File: src/rtl/or1200_cl_enc_pkg.sv
// Shared definitions for the cache-line pad engine: block width, core latency,
// controller state encoding and channel-index width derivation.
package or1200_cl_enc_pkg;

  localparam int unsigned BLOCK_W  = 128;
  localparam int unsigned CORE_LAT = 12;

  typedef enum logic [2:0] {
    ST_IDLE  = 3'd0,
    ST_LOAD  = 3'd1,
    ST_WAIT  = 3'd2,
    ST_DRAIN = 3'd3,
    ST_DONE  = 3'd4
  } state_e;

  // Channel index width: at least one bit even for a single channel.
  function automatic int unsigned ch_width(input int unsigned n);
    return (n <= 32'd1) ? 32'd1 : 32'($clog2(n));
  endfunction

endpackage

File: src/rtl/aes_cipher_wrapper.sv
// Block-cipher core boundary: fixed-latency model that returns
// text_in ^ key exactly LATENCY cycles after ld.
module aes_cipher_wrapper
  import or1200_cl_enc_pkg::*;
#(
  parameter int unsigned LATENCY = CORE_LAT
) (
  input  logic               clk,
  input  logic               rst,
  input  logic               ld,
  input  logic [BLOCK_W-1:0] key,
  input  logic [BLOCK_W-1:0] text_in,
  output logic               done,
  output logic [BLOCK_W-1:0] text_out
);

  logic [LATENCY-1:0] pipe_q;
  logic [BLOCK_W-1:0] text_q;

  // Token shift line times the result; payload is captured at load.
  always_ff @(posedge clk or negedge rst) begin
    if (!rst) begin
      pipe_q <= '0;
      text_q <= '0;
    end else begin
      pipe_q <= {pipe_q[LATENCY-2:0], ld};
      if (ld) text_q <= text_in ^ key;
    end
  end

  assign done     = pipe_q[LATENCY-1];
  assign text_out = text_q;

endmodule

File: src/rtl/or1200_cl_pad_engine.sv
// Cache-line pad engine: builds NUM_CH 128-bit pads from the line tag through a
// single time-multiplexed cipher core, reusing buffered pads on a tag/key match.
module or1200_cl_pad_engine
  import or1200_cl_enc_pkg::*;
#(
  parameter int unsigned NUM_CH = 2,
  parameter int unsigned SEED_W = 28
) (
  input  logic                      clk,
  input  logic                      rst,
  input  logic                      req,
  input  logic                      secure_exec,
  input  logic                      smc_hit,
  input  logic                      dmmu_ci,
  input  logic                      flush,
  input  logic [BLOCK_W-1:0]        enc_key,
  input  logic [SEED_W-1:0]         seed_tag,
  output logic                      enc_on,
  output logic                      enc_done,
  output logic                      pad_hit,
  output logic                      pad_valid,
  output logic [NUM_CH*BLOCK_W-1:0] pad_out
);

  localparam int unsigned CH_W = ch_width(NUM_CH);

  state_e                          state_q, state_d;
  logic [CH_W-1:0]                 ch_idx_q, ch_idx_d;
  logic                            pad_valid_q, pad_valid_d;
  logic [NUM_CH-1:0][BLOCK_W-1:0]  pad_q;
  logic [SEED_W-1:0]               last_tag_q;
  logic [BLOCK_W-1:0]              last_key_q;
  logic                            enc_on_q, enc_done_q, pad_hit_q;

  logic                            start_c, reuse_c, last_ch_c;
  logic                            hit_c, latch_c, pad_we_c, core_ld;
  logic                            core_done;
  logic [BLOCK_W-1:0]              core_text, seed_c;

  assign start_c   = req & secure_exec & smc_hit & ~dmmu_ci;
  assign reuse_c   = pad_valid_q && (seed_tag == last_tag_q) && (enc_key == last_key_q);
  assign last_ch_c = (ch_idx_q == CH_W'(NUM_CH - 1));
  assign seed_c    = BLOCK_W'({last_tag_q, ch_idx_q});

  aes_cipher_wrapper #(.LATENCY(CORE_LAT)) u_core (
    .clk      (clk),
    .rst      (rst),
    .ld       (core_ld),
    .key      (last_key_q),
    .text_in  (seed_c),
    .done     (core_done),
    .text_out (core_text)
  );

  // Next-state and per-cycle control.
  always_comb begin
    state_d     = state_q;
    ch_idx_d    = ch_idx_q;
    pad_valid_d = pad_valid_q;
    hit_c       = 1'b0;
    latch_c     = 1'b0;
    pad_we_c    = 1'b0;
    core_ld     = 1'b0;
    unique case (state_q)
      ST_IDLE: begin
        if (flush) begin
          pad_valid_d = 1'b0;
        end else if (start_c) begin
          if (reuse_c) begin
            hit_c   = 1'b1;
            state_d = ST_DONE;
          end else begin
            latch_c     = 1'b1;
            pad_valid_d = 1'b0;
            ch_idx_d    = '0;
            state_d     = ST_LOAD;
          end
        end
      end
      ST_LOAD: begin
        core_ld = 1'b1;
        state_d = flush ? ST_DRAIN : ST_WAIT;
      end
      ST_WAIT: begin
        if (flush) begin
          state_d = core_done ? ST_IDLE : ST_DRAIN;
        end else if (core_done) begin
          pad_we_c = 1'b1;
          if (last_ch_c) begin
            pad_valid_d = 1'b1;
            state_d     = ST_DONE;
          end else begin
            ch_idx_d = ch_idx_q + CH_W'(1);
            state_d  = ST_LOAD;
          end
        end
      end
      // In-flight result is thrown away once it arrives.
      ST_DRAIN: begin
        if (core_done) state_d = ST_IDLE;
      end
      ST_DONE: begin
        if (flush) pad_valid_d = 1'b0;
        state_d = ST_IDLE;
      end
      default: state_d = ST_IDLE;
    endcase
  end

  always_ff @(posedge clk or negedge rst) begin
    if (!rst) begin
      state_q     <= ST_IDLE;
      ch_idx_q    <= '0;
      pad_valid_q <= 1'b0;
      pad_q       <= '0;
      last_tag_q  <= '0;
      last_key_q  <= '0;
      enc_on_q    <= 1'b0;
      enc_done_q  <= 1'b0;
      pad_hit_q   <= 1'b0;
    end else begin
      state_q     <= state_d;
      ch_idx_q    <= ch_idx_d;
      pad_valid_q <= pad_valid_d;
      enc_on_q    <= (state_d != ST_IDLE);
      enc_done_q  <= (state_d == ST_DONE);
      pad_hit_q   <= hit_c;
      if (latch_c) begin
        last_tag_q <= seed_tag;
        last_key_q <= enc_key;
      end
      if (pad_we_c) pad_q[ch_idx_q] <= core_text;
    end
  end

  assign enc_on    = enc_on_q;
  assign enc_done  = enc_done_q;
  // A flush landing on the completion cycle withdraws the hit indication.
  assign pad_hit   = pad_hit_q & ~flush;
  assign pad_valid = pad_valid_q;
  assign pad_out   = pad_q;

endmodule
File: config.mk
export PLATFORM = sky130hd
export DESIGN_NAME = or1200_cl_pad_engine
export DESIGN_NICKNAME = d
export VERILOG_FILES = /design/src/rtl/or1200_cl_enc_pkg.sv /design/src/rtl/aes_cipher_wrapper.sv /design/src/rtl/or1200_cl_pad_engine.sv
export SDC_FILE = /design/constraint.sdc
export NUM_CORES = 1
export LEC_CHECK = 0
export BUFFER_PORTS_ARGS = -buffer_cell sky130_fd_sc_hd__buf_2
export CORE_ASPECT_RATIO = 0.8
export CORE_MARGIN = 5
export CORE_UTILIZATION = 31
export CTS_BUF_LIST = sky130_fd_sc_hd__clkbuf_16
export DETAILED_ROUTE_END_ITERATION = 16
export SETUP_SLACK_MARGIN = 0.5
export SLEW_MARGIN = 10
export SYNTH_ARGS = -nofsm -noshare
export SYNTH_HDL_FRONTEND = slang
export SYNTH_SLANG_ARGS = --single-unit
File: constraint.sdc
create_clock -name clk -period 3.3 [get_ports clk]
set_input_delay 0.825 -clock clk [delete_from_list [all_inputs] [get_ports clk]]
set_output_delay 0.825 -clock clk [all_outputs]
set_load 0.03 [all_outputs]
# Word level (Yosys, flattened, before mapping)

Cells that the tools add are included.

Word-level logic and storage cells: 85
Flip-flop bits (word level): 560

Equality and inequality tests: 16
Muxes and demuxes: 38
$lt $le $gt $ge: 2
Bitwise logic cells: 7
Add/subtract/negate cells: 1
Reduce and logical (&&, ||, !) cells: 9

Operators with widths:

| cell                                                                         | number |
|---|---|
| 256-bit bitwise mux                                                          | 1 |
| 128-bit demux with 1-bit select                                              | 1 |
| 128-bit equality test                                                        | 1 |
| 128-bit two-way mux                                                          | 1 |
| 29-bit by 128-bit bitwise XOR with 128-bit output                            | 1 |
| 28-bit equality test                                                         | 1 |
| 1-bit two-way mux                                                            | 24 |
| 3-bit two-way mux                                                            | 7 |
| 2-bit inequality test, second input constant                                 | 6 |
| 3-bit one-hot mux with 4 select lines                                        | 1 |
| 7-bit AND reduction                                                          | 1 |
| 3-bit by 2-bit equality test with 1-bit output, second input constant        | 2 |
| 3-bit equality test, second input constant                                   | 2 |
| 3-bit inequality test, second input constant                                 | 2 |
| 6-bit AND reduction                                                          | 1 |
| 3-bit nonzero test                                                           | 2 |
| 1-bit AND                                                                    | 4 |
| 3-bit by 1-bit equality test with 1-bit output, second input constant        | 1 |
| 1-bit logical AND                                                            | 3 |
| 3-bit logical NOT                                                            | 1 |
| 1-bit one-hot mux with 3 select lines                                        | 1 |
| 1-bit by 2-bit less-than comparator with 1-bit output, second input constant | 1 |
| 2-bit two-way mux                                                            | 1 |
| 2-bit by 1-bit inequality test with 1-bit output, second input constant      | 1 |
| other kinds (5)                                                              | 6 |

# Longest topological paths before layout

Gate-level depths: netlist (run 1).

Word-level depth: 8
Mapped depth: 9
Depth with buffers taken out: 7

# By module

Synthesis (run 1) repeated with hierarchy kept, for this count alone.

Cell total of the unflattened synthesis: 1,765
Area total of the unflattened synthesis: 23,566.4 µm²

By module, submodules not included:

| module               | sequential area each (µm²) | cells an instance | times used | area an instance (µm²) |
|---|---|---|---|---|
| or1200_cl_pad_engine | 10,510.1                   | 1,213             | 1          | 17,682.0 |
| aes_cipher_wrapper   | 3,503.4                    | 552               | 1          | 5,884.4 |

# Worst setup path before layout (run 1)

OpenSTA, ideal clock, no wires.

Path type: input-to-reg
From: input port enc_key[7]
To: register last_tag_q[17]
Buffers on the path: 2
Stages on the path: 9
Data arrival time: 2,949 ps
Data required time: 3,175 ps
Path slack: 226 ps
Path through: nor2b_1 -> a2111oi_0 -> nand3_1 -> or4_1 -> and4b_1 -> a21oi_2 -> buf_4 -> buf_4 -> mux2_4

Longest elaborated chain between the ends: 6

RTL lines:

| what                  | RTL line                    | RTL |
|---|---|---|
| start, declared       | or1200_cl_pad_engine.sv:16  | `input logic [BLOCK_W-1:0] enc_key,` |
| 128-bit equality test | or1200_cl_pad_engine.sv:41  | `assign reuse_c = pad_valid_q && (seed_tag == last_tag_q) && (enc_key == last_key_q);` |
| 1-bit logical AND     | or1200_cl_pad_engine.sv:41  |  |
| 1-bit two-way mux     | or1200_cl_pad_engine.sv:69  | `if (reuse_c) begin` |
| 1-bit two-way mux     | or1200_cl_pad_engine.sv:68  | `end else if (start_c) begin` |
| 1-bit two-way mux     | or1200_cl_pad_engine.sv:66  | `if (flush) begin` |
| 1-bit two-way mux     | or1200_cl_pad_engine.sv:64  | `unique case (state_q)` |
| end signal, assigned  | or1200_cl_pad_engine.sv:129 | `last_tag_q <= seed_tag;` |
| end, declared         | or1200_cl_pad_engine.sv:31  | `logic [SEED_W-1:0] last_tag_q;` |

Every way passes these cells.
A chain may end at the register's enable or synchronous reset.

# Final worst setup path (run 1)

From: register last_key_q[45]
To: register last_key_q[42]

Longest elaborated chain between the ends: 6

RTL lines:

| what                   | RTL line                    | RTL |
|---|---|---|
| start, declared        | or1200_cl_pad_engine.sv:32  | `logic [BLOCK_W-1:0] last_key_q;` |
| start signal, assigned | or1200_cl_pad_engine.sv:130 | `last_key_q <= enc_key;` |
| 128-bit equality test  | or1200_cl_pad_engine.sv:41  |  |
| 1-bit logical AND      | or1200_cl_pad_engine.sv:41  |  |
| 1-bit two-way mux      | or1200_cl_pad_engine.sv:69  |  |
| 1-bit two-way mux      | or1200_cl_pad_engine.sv:68  |  |
| 1-bit two-way mux      | or1200_cl_pad_engine.sv:66  |  |
| 1-bit two-way mux      | or1200_cl_pad_engine.sv:64  |  |

Every way passes these cells.

==> flow_summary.yaml, run 1 <==
status:
  status: "finished, final reports clean"
synthesis:
  yosysTopAreaCellShare: 0.605
  synth_cell_types: 43
  sequential_share_of_the_synthesized_area: 0.605
  synth_largest_area_cell: "dfrtp_1"
  syn_area_sq_um: 23200
  synthArstFlopShare: 1.00
  yosys_register_bits: 560
  postSynthCellCount: 1611
  yosys_warnings: 0
  synth-edff-count: 0
  post_synth.cell_area_avg_sq_um: 14.4
  synth-main-ff-cell: "dfrtp_1"
  top_cells_by_area_in_the_synthesized_netlist: "dfrtp_1 60%, mux2_2 19%, mux2_1 4.9%"
  syn_nets: 1774
floorplanning:
  num_rows: 89
  design.portCount: 423
  start_util: 0.313
  dieArea_sq_um: 80300
  die-height_um: 255
  core_sq_um: 73900
  die_x_um: 316
drt:
  drcViolationCount: 0
  routed-via-count: 15500
  detail_route.wirelength_mm: 79.5
  initialDrtViolationCount: 1100
  viasPerCell: 4.81
  route.antenna.remaining_nets: 0
  wire_per_inst_um: 24.7
  firstDrtPassIters: 7
grt:
  grt_max_degree: 116
  grt.total_usage: 0.192
  via_count_of_the_first_global_routing_pass: 16100
  total_congestion_overflow: 0
  grt_pass1_wl_mm: 113
  grt_antenna_before_repair: 60
timing:
  finalSetupViolations: 0
  whs_ps: 113
  timing_max_transition_violations_final: 0
  final_hold_viol_count: 0
  rsz0062_at_grt: "yes"
  post-route-period-util: 0.867
  relSlewSlack: 0.512
  worstMarginPinSlew_ps: 732
  period_needed_ps: 2860
  tns_ps: 0
  max_clock_freq_mhz: 349
  timing.clock.skew_ps: 12.1
worst_hold_path:
  timing.hold.worst.class: "input pin to asynchronous set/reset pin"
clocking:
  h_tree_levels: 2
  total_cts_buffers: 59
  clkTransAtPathRegs_ps: 60
  cts-root-buf: "clkbuf_16"
  worst_skew_pair.late_latency_ps: 620
  clock_sink_count: 560
  ctsLongestPathBuffers: 3
  ctsHoldBuffers: 0
  cts_tree: "yes"
worst_setup_path:
  max_stage_delay_ps: 550
  timing.critical_path.to_type: "register"
  critical_path_peak_fanout: 9
  criticalPathCategory: "register to register"
  critical-path-slowest-cell: "or4_4"
  rrSetupSlack_ps: 440
  path_cells: "nor2b_1 > a2111oi_2 > nand3_1 > or4_4 > and4b_2 > a21oi_4 > buf_6 > clkbuf_16 > mux2_1"
  critical_path.n_buffers_inverters: 2
  cp-startpoint: "last_key_q[45]$_DFFE_PN0P_"
  r2r_start: "last_key_q[45]$_DFFE_PN0P_"
  start_kind: "register"
  critical_path.top_delay_family: "simple AND/OR/NAND/NOR gates"
  cp_data_required_time_ps: 3800
  cp.depth: 9
  cp.arrival_ps: 3360
  r2r.worst_path.cells: 9
pwr:
  power.share.combinational: 0.311
  p_sw_frac: 0.364
  clockPowerShare: 0.257
  power_density_nw_per_um2: 888
  power.internal_mw: 16.9
  power_leakage_nw: 14.9
  power.ir.vdd_worst_v: 0.000444
  seq_power_share: 0.432
  switching_power_mw: 9.65
flow_run:
  cap_violations: 0
place:
  detailed_place.area_sq_um: 27100
  finalWeightedCongestion: 0.968
  hpwl_mm: 60.1
  place.port_buffers: 422
cells_and_area:
  drive_gt1_frac: 0.491
  num-nets-final: 2300
  fin_area_sq_um: 29900
  layout-area-overhead-vs-synth_pct: 29.0
[layout by cell type (no fill, tap or decap), drive strengths merged, types with 2 or more instances in the layout]
cell,count
and4,4
nor4b,4
a21oi,34
nor2,39
nand3,3
xor2,24
a2111oi,11
and4b,3
nor4,20
clkinvlp,5
bufinv,8
nand2,8
dfrtp,560
diode,30
mux2,502
inv,63
o22ai,12
a2111o,3
nor3,4
nand4,30
buf,521
nand2b,54
o21ai,5
clkbuf,67
mux2i,9
xnor2,81
or4,3
nor2b,56
or3,2
o2111ai,15
clkinv,25
[per-stage QoR]
stage	instances	setup WS, ps	utilization	power, mW
after detailed placement	3052	-623	0.367	19.6
after global placement	3052	-603	0.367	19.3
after CTS	3177	454	0.399	26.7
final	3217	439	0.404	26.5
after floorplan	1611	280	-	15.9
after global routing	3199	348	0.404	27.9
[area by class of cell]
cell class                 count  area, sq um
clock buffer                  61         1530
timing repair buffer         528         3430
multi-input combinational    936         8960
sequential                   560        14000
antenna                       30         75.1
clock inverter                49          437
inverter                      52          195
tap                         1001         1250
fill                        7069        44100
[metal layers]
layer	up-vias	GRT usage	wire [um]
li1	6804	-	-
met1	7977	0.262	33600
met2	530	0.295	36000
met3	135	0.0638	7790
met4	38	0.0539	1840
met5	-	0	242
[state kept, by name (all words and copies together), names as in the netlist]
register         flops
pad_valid            1
enc_on               1
u_core.pipe_q       12
pad_hit_q            1
last_tag_q          28
pad_out            256
ch_idx_q             1
state_q              3
u_core.text_out    128
enc_done             1
last_key_q         128
[power by group through the flow]
stage | Combinational, mW | Clock, mW | Sequential, mW
after floorplan | 3.75 | 0 | 12.2
after global placement | 7.89 | 0 | 11.4
after detailed placement | 8.01 | 0 | 11.6
after CTS | 8.22 | 7.01 | 11.5
after global routing | 8.85 | 7.28 | 11.8
final | 8.25 | 6.82 | 11.5
[logic make-up after synthesis]
group	synth area share
AND/OR/NAND/NOR	0.0596
flip-flops	0.605
buffers and inverters	0.0210
XOR/XNOR	0.0397
multiplexers	0.249
AO/OA/AOI/OAI	0.0255
[synth_stat cells (all sizes together), types with 5 or more instances]
cell type,n
dfrtp,560
mux2,502
xnor2,81
nor2b,56
nand2b,54
inv,52
clkbuf,40
nor2,39
a21oi,34
nand4,30
xor2,24
buf,23
nor4,20
o2111ai,15
o22ai,12
a2111oi,11
mux2i,9
nand2,8
o21ai,5
[final timing paths]
| path | end |
|---|---|
| min in group clk | u_core.pipe_q[1]$_DFF_PN0_ |
| worst min-delay path | pad_out[196]$_DFFE_PN0P_ |
| worst max register to register | last_key_q[42]$_DFFE_PN0P_ |
| max in group asynchronous | pad_out[133]$_DFFE_PN0P_ |
| worst min register to register | u_core.pipe_q[1]$_DFF_PN0_ |
| worst max-delay path | last_key_q[42]$_DFFE_PN0P_ |
[what timing repair did]
action | 4_1_cts | 5_1_grt
cloned | 6 | 7
setup endpoints to repair | 162 | 155
setup buffers | 9 | 3
gates resized for setup | 46 | 25
pin swaps | 8 | 3
(Power assumes the default switching activity.)
==> inputs of run 2 (changes only) <==
- CELL_PAD_IN_SITES_DETAIL_PLACEMENT: unset -> 0
- CELL_PAD_IN_SITES_GLOBAL_PLACEMENT: unset -> 1
- PLACE_DENSITY_LB_ADDON: unset -> 0.1
- SLEW_MARGIN: 10 -> 20
==> flow_summary.yaml, run 2 (synthesized netlist as in run 1, its figures left out) <==
floorplanning:
  num_rows: 89
  die-height_um: 255
  die_x_um: 316
  core_sq_um: 73900
  dieArea_sq_um: 80300
  start_util: 0.313
  design.portCount: 423
place:
  place.port_buffers: 422
  place_worst_setup_slack_ps: -407
  finalWeightedCongestion: 0.842
  hpwl_mm: 58.9
  detailed_place.area_sq_um: 27100
timing:
  relSlewSlack: 0.437
  timing.clock.skew_ps: 15.4
  final_hold_viol_count: 0
  postLayoutSetupSlackWorst_ps: 377
  timing_max_transition_violations_final: 0
  finalSetupViolations: 0
  period_needed_ps: 2920
  rsz0062_at_grt: "yes"
  max_clock_freq_mhz: 342
  post-route-period-util: 0.886
  whs_ps: 122
  worstMarginPinSlew_ps: 845
pwr:
  post-layout-total-power_mw: 26.4
  p_sw_frac: 0.360
  power.internal_mw: 16.9
  clockPowerShare: 0.261
  power.share.combinational: 0.309
  seq_power_share: 0.430
  power.ir.vdd_worst_v: 0.000461
  power_density_nw_per_um2: 891
  switching_power_mw: 9.51
  power_leakage_nw: 14.8
worst_setup_path:
  max_stage_delay_ps: 400
  criticalPathCategory: "register to register"
  start_kind: "register"
  critical-path-slowest-cell: "dfrtp_1"
  path_cells: "nor2b_1 > a2111o_1 > nor3_1 > buf_4 > nand4_1 > nor4_2 > buf_4 > a21oi_4 > buf_12 > clkbuf_16 > mux2_4"
  critical_path.n_buffers_inverters: 4
  cpMostUsedCell: "buf_4"
  cp_data_required_time_ps: 3800
  timing.critical_path.to_type: "register"
  critical_path_peak_fanout: 7
  cp.arrival_ps: 3420
  critical_path.top_delay_family: "simple AND/OR/NAND/NOR gates"
cells_and_area:
  drive_gt1_frac: 0.478
  most_common_cell_after_layout_fill_and_taps_aside: "dfrtp_1"
  fin_area_sq_um: 29600
  multiInputGateArea_sq_um: 8870
  num-nets-final: 2296
  layout.cells.most_common_list: "560 x dfrtp_1, 421 x buf_2, 393 x mux2_2"
  layout-area-overhead-vs-synth_pct: 27.9
  largest_register_ffs: 256
  fill_cells: 7140
  seqCellArea_sq_um: 14000
clocking:
  ctsLongestPathBuffers: 3
  total_cts_buffers: 61
  cts_tree: "yes"
  h_tree_levels: 2
  clock_sink_count: 560
  clkTransAtPathRegs_ps: 60
  cts-root-buf: "clkbuf_16"
  worst_skew_pair.late_latency_ps: 620
drt:
  route.antenna.remaining_nets: 0
  initialDrtViolationCount: 775
  wire_per_inst_um: 24.4
  detail_route.wirelength_mm: 78.2
  routed-via-count: 15200
  firstDrtPassIters: 5
  viasPerCell: 4.73
  drcViolationCount: 0
grt:
  grt_pass1_wl_mm: 111
  total_congestion_overflow: 0
  via_count_of_the_first_global_routing_pass: 15900
  grt_max_degree: 99
  grt.total_usage: 0.189
  grt_antenna_before_repair: 53
flow_run:
  cap_violations: 0
status:
  status: "finished, final reports clean"
worst_hold_path:
  timing.hold.worst.class: "input pin to asynchronous set/reset pin"
-- run 2: cell types whose count changed in the layout (fill, tap and decap cells not counted), sizes merged --
| cell | delta |
|---|---|
| diode | -8 |
| clkinv | +4 |
| clkinvlp | -4 |
| buf | -3 |
| bufbuf | -1 |
-- run 2: per-layer routing --
metal  vias up  global-route usage  routed length (um)
li1       6801                   -                   -
met1      7753               0.252               33900
met2       424               0.299               35900
met3       145              0.0642                6270
met4        34              0.0477                1820
met5         -                   0                 220
-- run 2: metrics by stage --
step / TNS (ps) / utilization / std cells
after detailed placement: -55170 / 0.367 / 3054
after floorplan: 0 / - / 1611
after global placement: -42410 / 0.367 / 3054
after global routing: 0 / 0.400 / 3192
after CTS: 0 / 0.397 / 3175
final: 0 / 0.401 / 3205
-- run 2: path summary, 6_finish.rpt --
kind                                             from                          to  slack, ps  cells past startpoint
max                        last_key_q[79]$_DFFE_PN0P_  last_tag_q[20]$_DFFE_PN0P_        380                     11
min                                               rst    pad_out[238]$_DFFE_PN0P_        120                      1
max reg2reg                last_key_q[79]$_DFFE_PN0P_  last_tag_q[20]$_DFFE_PN0P_        380                     11
min reg2reg                u_core.pipe_q[4]$_DFF_PN0_  u_core.pipe_q[5]$_DFF_PN0_        340                      0
max in group asynchronous                         rst  last_key_q[58]$_DFFE_PN0P_       2240                      2
min in group clk           u_core.pipe_q[4]$_DFF_PN0_  u_core.pipe_q[5]$_DFF_PN0_        340                      0
-- run 2: layout make-up --
type / count / area share
Tap cell: 1001 / 0.0423
Clock inverter: 49 / 0.0144
Antenna cell: 22 / 0.00186
Clock buffer: 63 / 0.0532
Inverter: 52 / 0.00659
Timing Repair Buffer: 522 / 0.110
Multi-Input combinational cell: 936 / 0.299
Sequential cell: 560 / 0.473
-- run 2: power groups by stage --
stage,registers (mW),clock network [mW],logic [mW]
global placement,11.4,0,7.97
CTS,11.4,7.16,8.21
finish,11.3,6.90,8.16
global route,11.7,7.40,8.76
floorplan,12.2,0,3.75
detailed placement,11.5,0,8.06
-- run 2: repair_timing --
action,CTS,global route
cloned,2,6
hold buffers,0,0
pin swaps,4,6
endpoints found under the setup margin,161,155
setup buffers,7,2
gates resized for setup,20,21
==> inputs of run 3 (changes only) <==
- ABC_AREA: unset -> 1
==> flow_summary.yaml, run 3 <==
status:
  status: "finished, final reports clean"
drt:
  wire_per_inst_um: 20.3
  detail_route.wirelength_mm: 91.5
  initialDrtViolationCount: 1655
  viasPerCell: 4.64
  drcViolationCount: 0
  firstDrtPassIters: 5
  route.antenna.remaining_nets: 0
  routed-via-count: 21000
synthesis:
  syn_nets: 3157
  synthArstFlopShare: 1.00
  postSynthCellCount: 2994
  synth_largest_area_cell: "dfrtp_1"
  sequential_share_of_the_synthesized_area: 0.572
  synth-edff-count: 0
  synth-main-ff-cell: "dfrtp_1"
  syn_area_sq_um: 24500
  yosysTopAreaCellShare: 0.572
  yosys_warnings: 0
  synth_most_common_cell: "nand2_1"
  top_cells_by_area_in_the_synthesized_netlist: "dfrtp_1 57%, nand2_1 15%, o21ai_0 8.6%"
  post_synth.cell_area_avg_sq_um: 8.19
  yosys_register_bits: 560
  synthTopCellsByCount: "962 x nand2_1, 560 x dfrtp_1, 422 x o21ai_0"
  synth_cell_types: 34
clocking:
  ctsLongestPathBuffers: 3
  clkTransAtPathRegs_ps: 60
  cts_tree: "yes"
  ctsHoldBuffers: 0
  h_tree_levels: 3
  clock_sink_count: 560
  total_cts_buffers: 66
  cts-root-buf: "clkbuf_16"
  worst_skew_pair.late_latency_ps: 610
place:
  detailed_place.area_sq_um: 28000
  hpwl_mm: 70.9
  finalWeightedCongestion: 0.908
  placed_cells_incl_taps: 4381
  place.port_buffers: 422
cells_and_area:
  layout.cells.most_common_list: "960 x nand2_1, 560 x dfrtp_1, 422 x o21ai_0"
  most_common_cell_after_layout_fill_and_taps_aside: "nand2_1"
  num-nets-final: 3578
  layout-area-overhead-vs-synth_pct: 23.5
  drive_gt1_frac: 0.172
  finish.cell_count_without_fillers: 4518
  fin_area_sq_um: 30300
  largest_register_ffs: 256
  fill_cells: 8149
floorplanning:
  die-height_um: 261
  num_rows: 92
  dieArea_sq_um: 84800
  start_util: 0.312
  die_x_um: 324
  design.portCount: 423
  core_sq_um: 78600
pwr:
  power.ir.vdd_worst_v: 0.000394
  power_density_nw_per_um2: 973
  power_leakage_nw: 15.7
grt:
  grt_pass1_wl_mm: 135
  grt_antenna_before_repair: 44
  total_congestion_overflow: 0
  via_count_of_the_first_global_routing_pass: 20400
  grt.total_usage: 0.211
  grt_max_degree: 119
timing:
  tns_ps: 0
  max_clock_freq_mhz: 394
  finalSetupViolations: 0
  timing.clock.skew_ps: 21.8
  whs_ps: 169
  post-route-period-util: 0.769
  rsz0062_at_grt: "no"
  period_needed_ps: 2540
  final_hold_viol_count: 0
  worstMarginPinSlew_ps: 831
  timing_max_transition_violations_final: 0
  relSlewSlack: 0.440
worst_setup_path:
  criticalPathCategory: "register to register"
  cp.arrival_ps: 3050
  critical_path_peak_fanout: 54
  cp_data_required_time_ps: 3810
  start_kind: "register"
  timing.critical_path.to_type: "register"
worst_hold_path:
  timing.hold.worst.class: "input pin to asynchronous set/reset pin"
flow_run:
  cap_violations: 0
-- run 3: cell types whose count changed after synthesis, sizes merged, moves of 31 or more --
cell,delta
a21oi,-31
clkbuf,+45
inv,+366
mux2,-502
nand2,+955
nand2b,-54
nand3,+41
nor2,+132
nor2b,-56
o21ai,+539
xnor2,-45
-- run 3: repair_timing --
item | CTS | global route
setup endpoints to repair | 0 | 57
gates resized for setup | 0 | 8
endpoints found under the hold margin | 0 | 0
setup buffers | 0 | 0
-- run 3: cell families (layout without fill, tap and decap cells) --
logic type | count (synthesis) | after routing | synth area share
other | 0 | 19 | 0
buffers and inverters | 555 | 1026 | 0.0885
flip-flops | 560 | 560 | 0.572
AND/OR/NAND/NOR | 1265 | 1265 | 0.205
XOR/XNOR | 52 | 52 | 0.0186
AO/OA/AOI/OAI | 562 | 562 | 0.116
-- run 3: final timing paths --
path                                       startpoint                         end  slack, ps  cells past startpoint
max                        last_key_q[92]$_DFFE_PN0P_  last_key_q[44]$_DFFE_PN0P_        760                     12
min                                               rst    pad_out[211]$_DFFE_PN0P_        170                      1
max reg2reg                last_key_q[92]$_DFFE_PN0P_  last_key_q[44]$_DFFE_PN0P_        760                     12
min reg2reg                u_core.pipe_q[0]$_DFF_PN0_  u_core.pipe_q[1]$_DFF_PN0_        350                      0
max in group asynchronous                         rst    pad_out[154]$_DFFE_PN0P_       2180                      2
min in group clk           u_core.pipe_q[0]$_DFF_PN0_  u_core.pipe_q[1]$_DFF_PN0_        350                      0
-- run 3: routing by layer --
layer / vias to the layer above / share of wire / wire (um) / global-route usage
li1: 10200 / - / - / -
met1: 10000 / 0.45 / 40700 / 0.288
met2: 546 / 0.46 / 42300 / 0.343
met3: 153 / 0.068 / 6220 / 0.0493
met4: 32 / 0.023 / 2060 / 0.0529
met5: - / 0.0022 / 198 / 0
-- run 3: stage by stage --
stage,utilization,power (mW),worst slack (ps)
floorplan,-,18.1,1110
global placement,0.357,22.3,222
detailed placement,0.357,22.5,203
CTS,0.384,29.8,681
global route,0.384,31.5,511
finish,0.385,29.4,763
-- run 3: power breakdown --
group	switching [mW]	leakage, nW	internal (mW)	total [mW]
clock	3.05	1.07	4.15	7.20
combinational	7.65	7.07	3.15	10.8
sequential	1.88	7.58	9.57	11.4
-- run 3: layout make-up --
class	count	area (sq um)	share of cell area
multi-input cells	1879	8400	0.278
clock inverters	50	404	0.0134
flip-flops and latches	560	14000	0.463
repair buffers	473	2750	0.0909
well taps	1034	1290	0.0428
clock buffers	68	1700	0.0562
diodes	19	47.5	0.00157
inverters	435	1640	0.0542
-- run 3: critical path, stage by stage, from the launching register on --
cell	delay [ps]
dfrtp_1	470
xnor2_2	260
nand2_1	130
nor2_1	120
nand2_1	60
nor2_1	170
nand2_1	70
nor2_1	290
nand3_2	220
nand2_8	240
buf_12	280
nand2_1	70
o21ai_1	90
